`src/rtl/pipe_hazard_ctrl_if.sv`:
```
// Handshake bundle between the WISC pipeline datapath and its hazard sequencer.
// The datapath side is master; the sequencer side is slave.
interface pipe_hazard_ctrl_if #(
   parameter int unsigned CNT_W = 16
);
   logic             id_valid;
   logic [3:0]       id_rs1;
   logic [3:0]       id_rs2;
   logic             id_uses_rs1;
   logic             id_uses_rs2;
   logic             ex_valid;
   logic             ex_mem_to_reg;
   logic [3:0]       ex_reg_rd;
   logic             ex_redirect;
   logic             ex_ret;
   logic             sp_ready;
   logic             mem_stall;

   logic             pc_write;
   logic [1:0]       pc_src;
   logic             if_id_write;
   logic             if_id_flush;
   logic             id_ex_write;
   logic             id_ex_flush;
   logic             ex_mem_write;
   logic             ret_busy;
   logic             ret_error;
   logic [CNT_W-1:0] stall_count;

   modport master (
      output id_valid, id_rs1, id_rs2, id_uses_rs1, id_uses_rs2,
             ex_valid, ex_mem_to_reg, ex_reg_rd, ex_redirect, ex_ret,
             sp_ready, mem_stall,
      input  pc_write, pc_src, if_id_write, if_id_flush, id_ex_write,
             id_ex_flush, ex_mem_write, ret_busy, ret_error, stall_count
   );

   modport slave (
      input  id_valid, id_rs1, id_rs2, id_uses_rs1, id_uses_rs2,
             ex_valid, ex_mem_to_reg, ex_reg_rd, ex_redirect, ex_ret,
             sp_ready, mem_stall,
      output pc_write, pc_src, if_id_write, if_id_flush, id_ex_write,
             id_ex_flush, ex_mem_write, ret_busy, ret_error, stall_count
   );
endinterface

```
`src/rtl/pipe_hazard_ctrl.sv`:
```
// Pipeline sequencer: per-cycle PC/stage-register strobes for load-use, redirect,
// multi-cycle return and memory-stall hazards, plus stall statistics.
module pipe_hazard_ctrl #(
   parameter int unsigned RET_TIMEOUT = 15,
   parameter int unsigned CNT_W       = 16
) (
   input  logic              clk,
   input  logic              rst_n,
   pipe_hazard_ctrl_if.slave bus
);
   typedef enum logic [1:0] {RUN = 2'd0, RET_WAIT = 2'd1, HALT = 2'd2} state_e;
   typedef enum logic [1:0] {PC_SEQ = 2'b00, PC_EX = 2'b01, PC_RET = 2'b10} pc_src_e;

   localparam logic [7:0] RET_LAST = 8'(RET_TIMEOUT - 1);

   state_e           state_q, state_d;
   logic [7:0]       ret_cnt_q, ret_cnt_d;
   logic             ret_error_q, ret_error_d;
   logic [CNT_W-1:0] stall_count_q, stall_count_d;

   logic    pc_write, if_id_write, if_id_flush, id_ex_write, id_ex_flush;
   logic    ex_mem_write, ret_busy;
   pc_src_e pc_src;
   logic    load_use;

   // r0 is hardwired zero, so a load targeting it never creates a dependency.
   assign load_use = bus.ex_valid && bus.ex_mem_to_reg && (bus.ex_reg_rd != 4'd0) &&
                     bus.id_valid &&
                     ((bus.id_uses_rs1 && (bus.id_rs1 == bus.ex_reg_rd)) ||
                      (bus.id_uses_rs2 && (bus.id_rs2 == bus.ex_reg_rd)));

   always_comb begin
      // NOTE: every signal assigned here gets a default first so no path leaves it unassigned (no latch).
      state_d      = state_q;
      ret_cnt_d    = ret_cnt_q;
      ret_error_d  = ret_error_q;
      pc_write     = 1'b1;
      pc_src       = PC_SEQ;
      if_id_write  = 1'b1;
      if_id_flush  = 1'b0;
      id_ex_write  = 1'b1;
      id_ex_flush  = 1'b0;
      ex_mem_write = 1'b1;
      ret_busy     = 1'b0;

      unique case (state_q)
         RUN: begin
            if (bus.mem_stall) begin
               pc_write     = 1'b0;
               if_id_write  = 1'b0;
               id_ex_write  = 1'b0;
               ex_mem_write = 1'b0;
            end else if (bus.ex_valid && bus.ex_ret) begin
               pc_write    = 1'b0;
               if_id_flush = 1'b1;
               id_ex_flush = 1'b1;
               state_d     = RET_WAIT;
               ret_cnt_d   = 8'd0;
            end else if (bus.ex_valid && bus.ex_redirect) begin
               pc_src      = PC_EX;
               if_id_flush = 1'b1;
               id_ex_flush = 1'b1;
            end else if (load_use) begin
               pc_write    = 1'b0;
               if_id_write = 1'b0;
               id_ex_flush = 1'b1;
            end
         end
         RET_WAIT: begin
            ret_busy = 1'b1;
            pc_write = 1'b0;
            if (bus.mem_stall) begin
               if_id_write  = 1'b0;
               id_ex_write  = 1'b0;
               ex_mem_write = 1'b0;
            end else begin
               if_id_flush = 1'b1;
               id_ex_flush = 1'b1;
               if (bus.sp_ready) begin
                  pc_write = 1'b1;
                  pc_src   = PC_RET;
                  state_d  = RUN;
               end else if (ret_cnt_q == RET_LAST) begin
                  ret_error_d = 1'b1;
                  state_d     = HALT;
               end else begin
                  ret_cnt_d = ret_cnt_q + 8'd1;
               end
            end
         end
         HALT: begin
            pc_write     = 1'b0;
            if_id_write  = 1'b0;
            id_ex_write  = 1'b0;
            ex_mem_write = 1'b0;
         end
         default: state_d = RUN;
      endcase

      // Reset overrides the decode so the pipeline fills with NOPs while held.
      if (!rst_n) begin
         pc_write     = 1'b0;
         pc_src       = PC_SEQ;
         if_id_write  = 1'b0;
         if_id_flush  = 1'b1;
         id_ex_write  = 1'b0;
         id_ex_flush  = 1'b1;
         ex_mem_write = 1'b0;
         ret_busy     = 1'b0;
      end

      stall_count_d = stall_count_q;
      if (!pc_write && !(&stall_count_q))
         stall_count_d = stall_count_q + CNT_W'(1);
   end

   always_ff @(posedge clk) begin
      // NOTE: state registers use non-blocking assignments so all of them update from the same pre-edge values.
      if (!rst_n) begin
         state_q       <= RUN;
         ret_cnt_q     <= 8'd0;
         ret_error_q   <= 1'b0;
         stall_count_q <= '0;
      end else begin
         state_q       <= state_d;
         ret_cnt_q     <= ret_cnt_d;
         ret_error_q   <= ret_error_d;
         stall_count_q <= stall_count_d;
      end
   end

   assign bus.pc_write     = pc_write;
   assign bus.pc_src       = pc_src;
   assign bus.if_id_write  = if_id_write;
   assign bus.if_id_flush  = if_id_flush;
   assign bus.id_ex_write  = id_ex_write;
   assign bus.id_ex_flush  = id_ex_flush;
   assign bus.ex_mem_write = ex_mem_write;
   assign bus.ret_busy     = ret_busy;
   assign bus.ret_error    = ret_error_q;
   assign bus.stall_count  = stall_count_q;
endmodule
```
`src/flat_wrapper.sv`:
```
// flat-port wrapper written by rule: the top's interface ports become plain ports
module pipe_hazard_ctrl_flat 
#(
   parameter int unsigned RET_TIMEOUT = 15,
   parameter int unsigned CNT_W       = 16
)
  (clk, rst_n, bus_id_valid, bus_id_rs1, bus_id_rs2, bus_id_uses_rs1, bus_id_uses_rs2, bus_ex_valid, bus_ex_mem_to_reg, bus_ex_reg_rd, bus_ex_redirect, bus_ex_ret, bus_sp_ready, bus_mem_stall, bus_pc_write, bus_pc_src, bus_if_id_write, bus_if_id_flush, bus_id_ex_write, bus_id_ex_flush, bus_ex_mem_write, bus_ret_busy, bus_ret_error, bus_stall_count);
  pipe_hazard_ctrl_if #(.CNT_W(CNT_W)) bus_i ();
  input  logic clk;
  input  logic rst_n;
  input wire logic [$bits(bus_i.id_valid)-1:0] bus_id_valid;
  input wire logic [$bits(bus_i.id_rs1)-1:0] bus_id_rs1;
  input wire logic [$bits(bus_i.id_rs2)-1:0] bus_id_rs2;
  input wire logic [$bits(bus_i.id_uses_rs1)-1:0] bus_id_uses_rs1;
  input wire logic [$bits(bus_i.id_uses_rs2)-1:0] bus_id_uses_rs2;
  input wire logic [$bits(bus_i.ex_valid)-1:0] bus_ex_valid;
  input wire logic [$bits(bus_i.ex_mem_to_reg)-1:0] bus_ex_mem_to_reg;
  input wire logic [$bits(bus_i.ex_reg_rd)-1:0] bus_ex_reg_rd;
  input wire logic [$bits(bus_i.ex_redirect)-1:0] bus_ex_redirect;
  input wire logic [$bits(bus_i.ex_ret)-1:0] bus_ex_ret;
  input wire logic [$bits(bus_i.sp_ready)-1:0] bus_sp_ready;
  input wire logic [$bits(bus_i.mem_stall)-1:0] bus_mem_stall;
  output wire logic [$bits(bus_i.pc_write)-1:0] bus_pc_write;
  output wire logic [$bits(bus_i.pc_src)-1:0] bus_pc_src;
  output wire logic [$bits(bus_i.if_id_write)-1:0] bus_if_id_write;
  output wire logic [$bits(bus_i.if_id_flush)-1:0] bus_if_id_flush;
  output wire logic [$bits(bus_i.id_ex_write)-1:0] bus_id_ex_write;
  output wire logic [$bits(bus_i.id_ex_flush)-1:0] bus_id_ex_flush;
  output wire logic [$bits(bus_i.ex_mem_write)-1:0] bus_ex_mem_write;
  output wire logic [$bits(bus_i.ret_busy)-1:0] bus_ret_busy;
  output wire logic [$bits(bus_i.ret_error)-1:0] bus_ret_error;
  output wire logic [$bits(bus_i.stall_count)-1:0] bus_stall_count;
  assign bus_i.id_valid = bus_id_valid;
  assign bus_i.id_rs1 = bus_id_rs1;
  assign bus_i.id_rs2 = bus_id_rs2;
  assign bus_i.id_uses_rs1 = bus_id_uses_rs1;
  assign bus_i.id_uses_rs2 = bus_id_uses_rs2;
  assign bus_i.ex_valid = bus_ex_valid;
  assign bus_i.ex_mem_to_reg = bus_ex_mem_to_reg;
  assign bus_i.ex_reg_rd = bus_ex_reg_rd;
  assign bus_i.ex_redirect = bus_ex_redirect;
  assign bus_i.ex_ret = bus_ex_ret;
  assign bus_i.sp_ready = bus_sp_ready;
  assign bus_i.mem_stall = bus_mem_stall;
  assign bus_pc_write = bus_i.pc_write;
  assign bus_pc_src = bus_i.pc_src;
  assign bus_if_id_write = bus_i.if_id_write;
  assign bus_if_id_flush = bus_i.if_id_flush;
  assign bus_id_ex_write = bus_i.id_ex_write;
  assign bus_id_ex_flush = bus_i.id_ex_flush;
  assign bus_ex_mem_write = bus_i.ex_mem_write;
  assign bus_ret_busy = bus_i.ret_busy;
  assign bus_ret_error = bus_i.ret_error;
  assign bus_stall_count = bus_i.stall_count;
  pipe_hazard_ctrl #(.RET_TIMEOUT(RET_TIMEOUT), .CNT_W(CNT_W)) u_core (.clk(clk), .rst_n(rst_n), .bus(bus_i));
endmodule
```
`config.mk`:
```
export PLATFORM = sky130hd
export DESIGN_NAME = pipe_hazard_ctrl_flat
export DESIGN_NICKNAME = d
export VERILOG_FILES = /design/src/rtl/pipe_hazard_ctrl_if.sv /design/src/rtl/pipe_hazard_ctrl.sv /design/src/flat_wrapper.sv
export SDC_FILE = /design/constraint.sdc
export NUM_CORES = 1
export LEC_CHECK = 0
export ABC_AREA = 1
export BUFFER_PORTS_ARGS = -buffer_cell sky130_fd_sc_hd__buf_2
export CAP_MARGIN = 20
export CORE_ASPECT_RATIO = 0.9
export CORE_MARGIN = 5
export CORE_UTILIZATION = 45
export CTS_CLUSTER_SIZE = 8
export DETAILED_ROUTE_END_ITERATION = 16
export GPL_ROUTABILITY_DRIVEN = 0
export HOLD_SLACK_MARGIN = 0.06
export PLACE_DENSITY = 0.76
export SYNTH_ARGS = -nofsm -noshare
export SYNTH_HDL_FRONTEND = slang
export SYNTH_SLANG_ARGS = --single-unit
```
`constraint.sdc`:
```
create_clock -name clk -period 2 [get_ports clk]
set_input_delay 0.3 -clock clk [delete_from_list [all_inputs] [get_ports clk]]
set_output_delay 0.3 -clock clk [all_outputs]
set_load 0.01 [all_outputs]
```
==> results.md, run 1 <==
- Status: completed
- Worst skew pair latency: 270 ps
- Final hold vios: 0
- Placed Cells: 366
- Chip Height: 69.8 µm
- Core footprint: 0.00378 mm²
- Crit end category: register
- First-pass GRT wire length: 7400 µm
- WL/cell: 11.4 µm
- Final slew viol count: 0
- Detail Route Antenna Nets: 0
- Worst EP arrival: 2090 ps
- Worst VDD drop: 283 µV
- Slew HR: 0.760
- Max Clock Freq: 0.529 GHz
- Clock Tree Buf Depth: 2
- Worst-margin pin slew: 357 ps
- WHS Endpoint: u_core.bus.stall_count[0]
- H-tree depth: 1
- Setup CP Type: reg -> reg
- Number of global-route vias before repair: 1666
- Worst R2R Path Depth: 9
- Final wirelength: 4240 µm
- Worst r2r src: u_core.bus.stall_count[1]
- Die area: 0.00534 mm²
- # IOs: 49
- Type of origin of the critical path: register
- Via count: 1862
- FP Rows: 21
- Clk pin slew, worst setup/hold paths: 90 ps
- Max Cap Viol: 0
- Setup_tns: 0 ps
- Sequential power share: 0.533
- CTS buffer count: 3
- Capture point of the worst reg-to-reg path: u_core.bus.stall_count[8]
- Mapped Cells: 272
- Antenna Cells: 0
- CTS tree: done
- Initial antenna violation count: 0
- Sequential share of the synthesized area: 0.302
- Port Buf Inserts: 48
- Flop and latch count out of synthesis: 27
- Post-Syn Area: 0.00179 mm²
- Syn nets: 298
- Sw frac: 0.270
- Hold path startpoint: rst_n
- Largest net degree at the start of global routing: 20
- Clock sink total: 27
- Area grow syn2layout: 19.5%
- Total Routing Usage GR: 0.162
- Initial DRC count: 149
- Hold-fix buffer count after cts: 0
- Total gr overflow: 0
- Worst hold margin: 336 ps
- DP HPWL: 3290 µm
- Hold WC Path Type: in -> reg
- Final Setup Violations: 0
- Initial Utilization: 0.473
- Total Power: 1.05 mW
- Hold depth: 3
- Syn avg cell area: 6.57 µm²
- Yosys synthesis warning count: 0
- Critical path peak fanout: 17
- P_int: 0.763 mW
- Non-Filler Instances: 370
- Post-route minimum period: 1890 ps
- TritonRoute pass-1 iters: 4
- Fin crit share: 0.946
- Power Density: 489 mW/mm²
- Root Driver: clkbuf_8
- Yosys cell types: 32
- Vias/cell: 5.03
- PostCTS Resize Cnt: 0
- Post-CTS setup buffer count: 0
- Leak: 1.01 nW
- RSZ-0062 raised after global routing: yes
- Clock share of power: 0.288
- Die width: 76.4 µm
- NumNets Final: 351
- Share of cells above drive strength 1: 0.238
- Flop-to-flop setup slack: 110 ps
- Gate power share: 0.179
- Setup Skew: 4.12 ps
- Data required time of the worst path: 2200 ps
- Psw: 0.283 mW
- Residual DRC count: 0
-- worst max-delay path by stage --
stage / startpoint / to / cells after the start
6_report: u_core.bus.stall_count[1] / u_core.bus.stall_count[8] / 9
5_1_grt: u_core.bus.stall_count[1] / u_core.bus.stall_count[11] / 9
4_1_cts: u_core.state_q[0] / bus_pc_write / 9
3_5_place_dp: u_core.bus.stall_count[1] / u_core.bus.stall_count[13] / 9
3_3_place_gp: u_core.bus.stall_count[1] / u_core.bus.stall_count[7] / 9
2_1_floorplan: u_core.bus.stall_count[0] / u_core.bus.stall_count[0] / 9
-- worst max-delay path, stage by stage (launching register included) --
cell     delay (ps)
dfxtp_1         400
ha_1            200
nand2_1         100
nor3b_4         260
nand2_2         110
nor2_4          140
nand2_4         150
nand2_4         210
nand2_1          90
a21oi_1         150
-- cells in the final DEF (no fill, tap or decap), drive strengths merged, types with 3 or more instances in the layout --
master,n
nor2,33
a21oi,26
ha,3
buf,55
o21ai,5
nor3,6
nand3,30
dfxtp,27
nand4,3
nand2,70
inv,32
nor4,5
xnor2,6
clkbuf,4
xor2,11
-- per-layer routing --
metal,up-vias,track usage,wire length (µm)
li1,984,-,-
met1,821,0.203,1930
met5,-,0,0
met3,4,0.0416,281
met2,53,0.271,1990
met4,0,0.0485,37
-- sequential cells by signal, summed over array words and instances (netlist names) --
name                    cells
u_core.bus.ret_error        1
u_core.state_q              2
u_core.ret_cnt_q            8
u_core.bus.stall_count     16
-- Yosys cell counts --
cell type	n	area, µm²
nand2_1	67	251
nor2_1	32	120
nand3_1	30	150
dfxtp_1	27	541
inv_1	26	97.6
a21oi_1	22	110
xor2_1	11	96.3
inv_2	6	22.5
nor3_1	6	30.0
xnor2_1	6	52.6
o21ai_0	5	25.0
a21oi_2	4	35.0
nor4_1	4	25.0
buf_6	3	33.8
ha_1	3	37.5
nand4_1	3	18.8
nand2_4	2	22.5
a31o_2	1	8.76
a31oi_1	1	6.26
buf_1	1	3.75
buf_2	1	5.00
buf_4	1	7.51
clkbuf_1	1	3.75
nand2_2	1	6.26
nand3b_1	1	7.51
nor2_4	1	11.3
nor3b_1	1	7.51
nor3b_4	1	18.8
nor4_2	1	12.5
o21bai_1	1	7.51
o22ai_1	1	6.26
or2_2	1	6.26
-- metrics by stage --
stage               setup WS, ps  area (µm²)   util
finish                       109        2140  0.565
global route               -25.2        2140  0.565
CTS                         67.0        2130  0.563
detailed placement           204        2080  0.551
global placement             264        2080  0.551
floorplan                    196        1790      -
-- final cells by class --
class	count	area [µm²]
Sequential cell	27	541
Fill cell	392	1650
Inverter	32	120
Tap cell	46	57.6
Timing Repair Buffer	55	293
Clock buffer	4	45.0
Multi-Input combinational cell	206	1080
-- power by group through the flow --
stage | combinational (mW) | clock (mW) | sequential (mW)
6_report | 0.187 | 0.301 | 0.558
5_1_grt | 0.213 | 0.331 | 0.560
4_1_cts | 0.187 | 0.312 | 0.558
3_5_place_dp | 0.186 | 0 | 0.570
3_3_place_gp | 0.183 | 0 | 0.570
2_1_floorplan | 0.116 | 0 | 0.574
-- kinds of logic (layout without fill, tap and decap cells) --
group	after synthesis	in the layout	synth area share
AO/OA/AOI/OAI	35	35	0.111
XOR/XNOR	17	17	0.0833
flip-flops	27	27	0.302
AND/OR/NAND/NOR	151	151	0.385
buffers and inverters	39	91	0.0973
adder cells (fa/ha/maj)	3	3	0.0210
No activity file was read; power rests on OpenSTA's default activity.
==> inputs of run 2 (changes only) <==
Settings changed: ABC_AREA 1 to 0, GPL_ROUTABILITY_DRIVEN 0 to not set, SETUP_SLACK_MARGIN set to 0.05.
==> run 2 against run 1 <==
Largest cell class unchanged. Die area rose by 0.36%. Area after synthesis rose by 0.42%. Maximum frequency rose by 3.1%. Critical path type unchanged. Routed wire length rose by 1.4%. Global-route usage rose by 0.35 points. Utilization rose by 3.4 points. Clock power rose by 6%. Critical endpoint is now u_core.bus.stall_count[7]. First-iteration DRC count fell by 1.3%. Register-to-register slack improved by 60 ps. Non-clock buffer count rose by 16. Synthesized cell count fell by 21%.
==> results.md, run 2 <==
- Post-synth EDFFs: 0
- Antenna Cells: 0
- Type of origin of the critical path: register
- Psw: 0.285 mW
- Chip Height: 69.9 µm
- Max FFs per register: 16
- CTS buffer count: 3
- Worst skew pair latency: 280 ps
- Critical path peak fanout: 13
- Setup Skew: 2.75 ps
- Register area: 542 µm²
- Fillcell total: 364
- Final Setup Violations: 0
- WL/cell: 13.1 µm
- Port Buf Inserts: 48
- Power Density: 465 mW/mm²
- Synth Area in Compound Gates: 0.155
- Post-Syn Area: 0.00180 mm²
- Residual DRC count: 0
- Max Cap Viol: 0
- NumNets Final: 308
- First-pass GRT wire length: 7440 µm
- Root Driver: clkbuf_8
- Initial DRC count: 147
- Worst R2R Path Depth: 7
- Top FF cell, synth: dfxtp_1
- Yosys cell types: 44
- Worst r2r src: u_core.bus.stall_count[5]
- FFs w/ async S/R, synth: 0
- Area grow syn2layout: 26.1%
- Share of cells above drive strength 1: 0.335
- Number of global-route vias before repair: 1640
- Worst EP arrival: 2010 ps
- Die area: 0.00535 mm²
- Status: completed
- Via count: 1772
- Total gr overflow: 0
- Count leader, synth: dfxtp_1
- P_int: 0.768 mW
- Gate power share: 0.177
- Initial antenna violation count: 0
- Worst-margin pin slew: 297 ps
- Total Routing Usage GR: 0.165
- Core footprint: 0.00378 mm²
- H-tree depth: 1
- Setup_tns: 0 ps
- Placed standard-cell area: 0.00221 mm²
- Max Clock Freq: 0.545 GHz
- Flop-to-flop setup slack: 170 ps
- Sw frac: 0.271
- Clock share of power: 0.302
- Syn nets: 242
- Clock Tree Buf Depth: 2
- Hold WC Path Type: in -> reg
- FP Rows: 21
- CTS tree: done
- Capture point of the worst reg-to-reg path: u_core.bus.stall_count[7]
- Leak: 1.01 nW
- Cell area after layout: 0.00226 mm²
- Final GP Congestion: 0.828
- Slew HR: 0.802
- Sequential share of the synthesized area: 0.301
- Commonest non-fill, non-tap cell in the layout: buf_2
- Setup CP Type: reg -> reg
- TritonRoute pass-1 iters: 4
- Yosys synthesis warning count: 0
- Yosys top cell area share: 0.301
- Final slew viol count: 0
- DP HPWL: 3300 µm
- Initial Utilization: 0.475
- Post-route minimum period: 1830 ps
- CP endpoint: u_core.bus.stall_count[7]
- Final hold vios: 0
- Crit end category: register
- Flop and latch count out of synthesis: 27
- Top post-synthesis cells by area: dfxtp_1 (30%), mux2i_1 (7.8%), nand2b_1 (5.9%)
- Commonest cells after routing, fill and taps aside: buf_2 (48), dfxtp_1 (26), nand2_1 (24), buf_4 (22), nand2b_1 (17)
- Sequential power share: 0.521
- Vias/cell: 5.42
- Area leader, netlist: dfxtp_1
- Adder-Cell Fraction of Synth Area: 0.0209
- Syn avg cell area: 8.31 µm²
- Synth top cells by count: dfxtp_1 (27), nand2_1 (24), nand2b_1 (17)
- Largest net degree at the start of global routing: 30
- Clk pin slew, worst setup/hold paths: 90 ps
- Mux cell area share after synthesis: 0.0843
- Data required time of the worst path: 2170 ps
- Post-Synth XOR/XNOR Area: 0.0683
- Area of the multi-input gates: 0.00117 mm²
- Main combinational cell family by area after synthesis: simple AND/OR/NAND/NOR gates
- Post-synthesis simple-gate area fraction: 0.322
- Detail Route Antenna Nets: 0
- Mapped Cells: 216
- Fin crit share: 0.917
- Worst Setup SP: u_core.bus.stall_count[5]
- # IOs: 49
- Die width: 76.6 µm
- Clock sink total: 27
- RSZ-0062 raised after global routing: no
- Worst VDD drop: 286 µV
- Final wirelength: 4300 µm
run 2: power by group through the flow:
stage	clock [mW]	sequential (mW)	combinational [mW]
after floorplan	0	0.568	0.0996
after global placement	0	0.561	0.183
after detailed placement	0	0.561	0.185
after CTS	0.326	0.549	0.186
after global routing	0.355	0.550	0.210
final	0.318	0.549	0.187
run 2: worst min-delay path by stage:
| stage | endpoint | from | slack (ps) | depth (start not counted) |
|---|---|---|---|---|
| finish | u_core.ret_cnt_q[1] | bus_sp_ready | 350 | 4 |
| global placement | u_core.bus.ret_error | u_core.bus.ret_error | 450 | 2 |
| CTS | u_core.ret_cnt_q[1] | bus_sp_ready | 350 | 4 |
| floorplan | u_core.bus.ret_error | u_core.bus.ret_error | 470 | 2 |
| global route | u_core.ret_cnt_q[1] | bus_sp_ready | 370 | 4 |
| detailed placement | u_core.bus.ret_error | u_core.bus.ret_error | 440 | 2 |
run 2: kinds of logic after synthesis:
| family | Yosys count |
|---|---|
| AO/OA/AOI/OAI | 38 |
| multiplexers | 15 |
| flip-flops | 27 |
| buffers and inverters | 15 |
| XOR/XNOR | 14 |
| AND/OR/NAND/NOR | 104 |
| adder cells (fa/ha/maj) | 3 |
run 2: layout make-up:
cell class	count	area share
Sequential cell	27	0.239
Clock inverter	1	0.00221
Clock buffer	3	0.0182
Multi-Input combinational cell	174	0.519
Tap cell	46	0.0254
Inverter	5	0.00829
Timing Repair Buffer	71	0.188
run 2: metrics by stage:
stage / worst slack (ps) / utilization / total power, mW / hold WS [ps] / std cells
global route: 55.9 / 0.599 / 1.11 / 374 / 327
global placement: 40.8 / 0.584 / 0.743 / 446 / 323
detailed placement: 12.3 / 0.584 / 0.746 / 438 / 323
floorplan: 145 / - / 0.668 / 470 / 216
CTS: 117 / 0.597 / 1.06 / 352 / 327
finish: 165 / 0.599 / 1.05 / 355 / 327
run 2: metal layers:
metal / vias to the layer above / part of all wire / global-route usage
met5: - / 0 / 0
met4: 0 / 0.011 / 0.0583
met3: 5 / 0.062 / 0.0283
met2: 53 / 0.46 / 0.252
met1: 815 / 0.47 / 0.234
li1: 899 / - / -
run 2: critical path, cell delays in order, from the launching register on:
cell	delay (ps)
dfxtp_1	360
and4_2	290
nand4_4	140
nor3_2	270
a21o_2	310
buf_4	190
a21oi_2	50
mux2i_1	120
run 2: timing repair:
action	CTS	global route
endpoints found under the setup margin	0	4
hold buffers	0	0
setup buffers	0	0
gates resized for setup	0	3
==> inputs of run 3 (changes only) <==
Settings changed: CORE_UTILIZATION 45 to 40, HOLD_SLACK_MARGIN 0.06 to 0.02, PLACE_DENSITY 0.76 to 0.7.
==> run 3 against run 2 <==
Combinational power shrank 2%. Critical path type unchanged. Clock-buffer cell count is 1 higher. Register-to-register slack lost 20 ps. Die area is 11% higher. Non-clock buffer count unchanged. Largest power group unchanged. Global-route usage is 1.0 points lower. Flip-flop and latch count did not move. Final cell count up 4.9%. Maximum frequency fell by 1.1%. Sequential share of layout area down 0.17 points.
==> results.md, run 3 (same netlist as run 2, synthesis figures left out) <==
- Share of cells above drive strength 1: 0.324
- Initial Utilization: 0.408
- Total Power: 1.05 mW
- Total gr overflow: 0
- Worst VDD drop: 267 µV
- Worst EP arrival: 2060 ps
- Worst-margin pin slew: 279 ps
- Vias/cell: 5.08
- Initial antenna violation count: 0
- Data required time of the worst path: 2210 ps
- Leak: 1.01 nW
- Die area: 0.00593 mm²
- Setup_tns: 0 ps
- Die width: 80.6 µm
- Worst skew pair latency: 280 ps
- CTS tree: done
- DP HPWL: 3360 µm
- Hold WC Path Type: in -> reg
- Buf/Inv on CP: 1
- CTS buffer count: 3
- Clock sink total: 27
- FP Rows: 23
- Port Buf Inserts: 48
- Chip Height: 73.6 µm
- CP peak stage delay: 330 ps
- Slew HR: 0.814
- Placed Cells: 339
- Setup Skew: 2.78 ps
- Fin crit share: 0.928
- WL/cell: 12.4 µm
- H-tree depth: 1
- Core footprint: 0.00440 mm²
- Final GP Congestion: 0.833
- Max FFs per register: 16
- Setup CP Type: reg -> reg
- Final slew viol count: 0
- RSZ-0062 raised after global routing: yes
- Hold-fix buffer count after cts: 0
- TritonRoute pass-1 iters: 4
- CP Cell Sequence: and4_2, nand4_4, nor3_2, a211o_1, buf_12, a2111oi_4, mux2i_1
- Clock Tree Buf Depth: 2
- Final Setup Violations: 0
- Status: completed
- Power Density: 462 mW/mm²
- NumNets Final: 308
- Initial DRC count: 65
- Post-route minimum period: 1860 ps
- Largest net degree at the start of global routing: 30
- Max Cap Viol: 0
- Max Clock Freq: 0.539 GHz
- Total Routing Usage GR: 0.155
- Crit path max-delay family: compound AO/OA/AOI/OAI gates
- Commonest cells after routing, fill and taps aside: buf_2 (48), dfxtp_1 (27), nand2_1 (24), buf_4 (22), nand2b_1 (17)
- # IOs: 49
- Residual DRC count: 0
- Antenna Cells: 0
- Number of global-route vias before repair: 1678
- Via count: 1742
- Clk pin slew, worst setup/hold paths: 90 ps
- Final hold vios: 0
- Non-Filler Instances: 343
- Critical path's slowest cell: dfxtp_1
- Root Driver: clkbuf_8
- Commonest non-fill, non-tap cell in the layout: buf_2
- Post-CTS setup buffer count: 0
- Area grow syn2layout: 26.8%
- Fillcell total: 427
- Detail Route Antenna Nets: 0
- Type of origin of the critical path: register
- Critical path peak fanout: 18
- Final wirelength: 4270 µm
- PostCTS Resize Cnt: 0
- Crit end category: register
- Final core occ: 0.517
- First-pass GRT wire length: 7360 µm
==> run 3: layout make-up <==
class                   instances  area [µm²]  area share
inverters                       5        18.8     0.00825
multi-input cells             174        1170       0.513
repair buffers                 71         425       0.187
clock buffers                   4        45.0      0.0198
well taps                      62        77.6      0.0341
flip-flops and latches         27         541       0.237
==> run 3: per-stage QoR <==
| step | setup WS, ps | hold slack (ps) | cell area [µm²] |
|---|---|---|---|
| detailed placement | -44.1 | 449 | 2230 |
| finish | 145 | 376 | 2280 |
| global route | 48.7 | 402 | 2280 |
| floorplan | 145 | 470 | 1800 |
| global placement | 16.1 | 439 | 2230 |
| CTS | 124 | 376 | 2280 |
==> run 3: final timing paths <==
check	from	end	slack (ps)	cells past startpoint
hold / removal	bus_sp_ready	u_core.ret_cnt_q[1]	380	4
setup / recovery	u_core.bus.stall_count[5]	u_core.bus.stall_count[13]	140	7
hold reg to reg	u_core.bus.ret_error	u_core.bus.ret_error	450	2
setup reg to reg	u_core.bus.stall_count[5]	u_core.bus.stall_count[13]	140	7
==> run 3: power by group <==
group          total, mW  internal [mW]  switching, mW
sequential         0.548          0.544        0.00423
combinational      0.183         0.0826          0.100
clock              0.320          0.143          0.177
==> run 3: worst reg2reg max path: cells and delay by family, from the launching register on <==
family	cells	cell delay [ps]
buffers and inverters	1	170
AOI/OAI and AO/OA	2	610
DFF	1	330
muxes	1	220
and+or+nand+nor	3	450
==> run 3: layer usage <==
| metal | vias to the layer above | global-route usage | routed length [µm] |
|---|---|---|---|
| li1 | 899 | - | - |
| met1 | 794 | 0.215 | 2120 |
| met2 | 44 | 0.243 | 1870 |
| met3 | 5 | 0.0221 | 211 |
| met4 | 0 | 0.0619 | 70 |
| met5 | - | 0 | 0 |
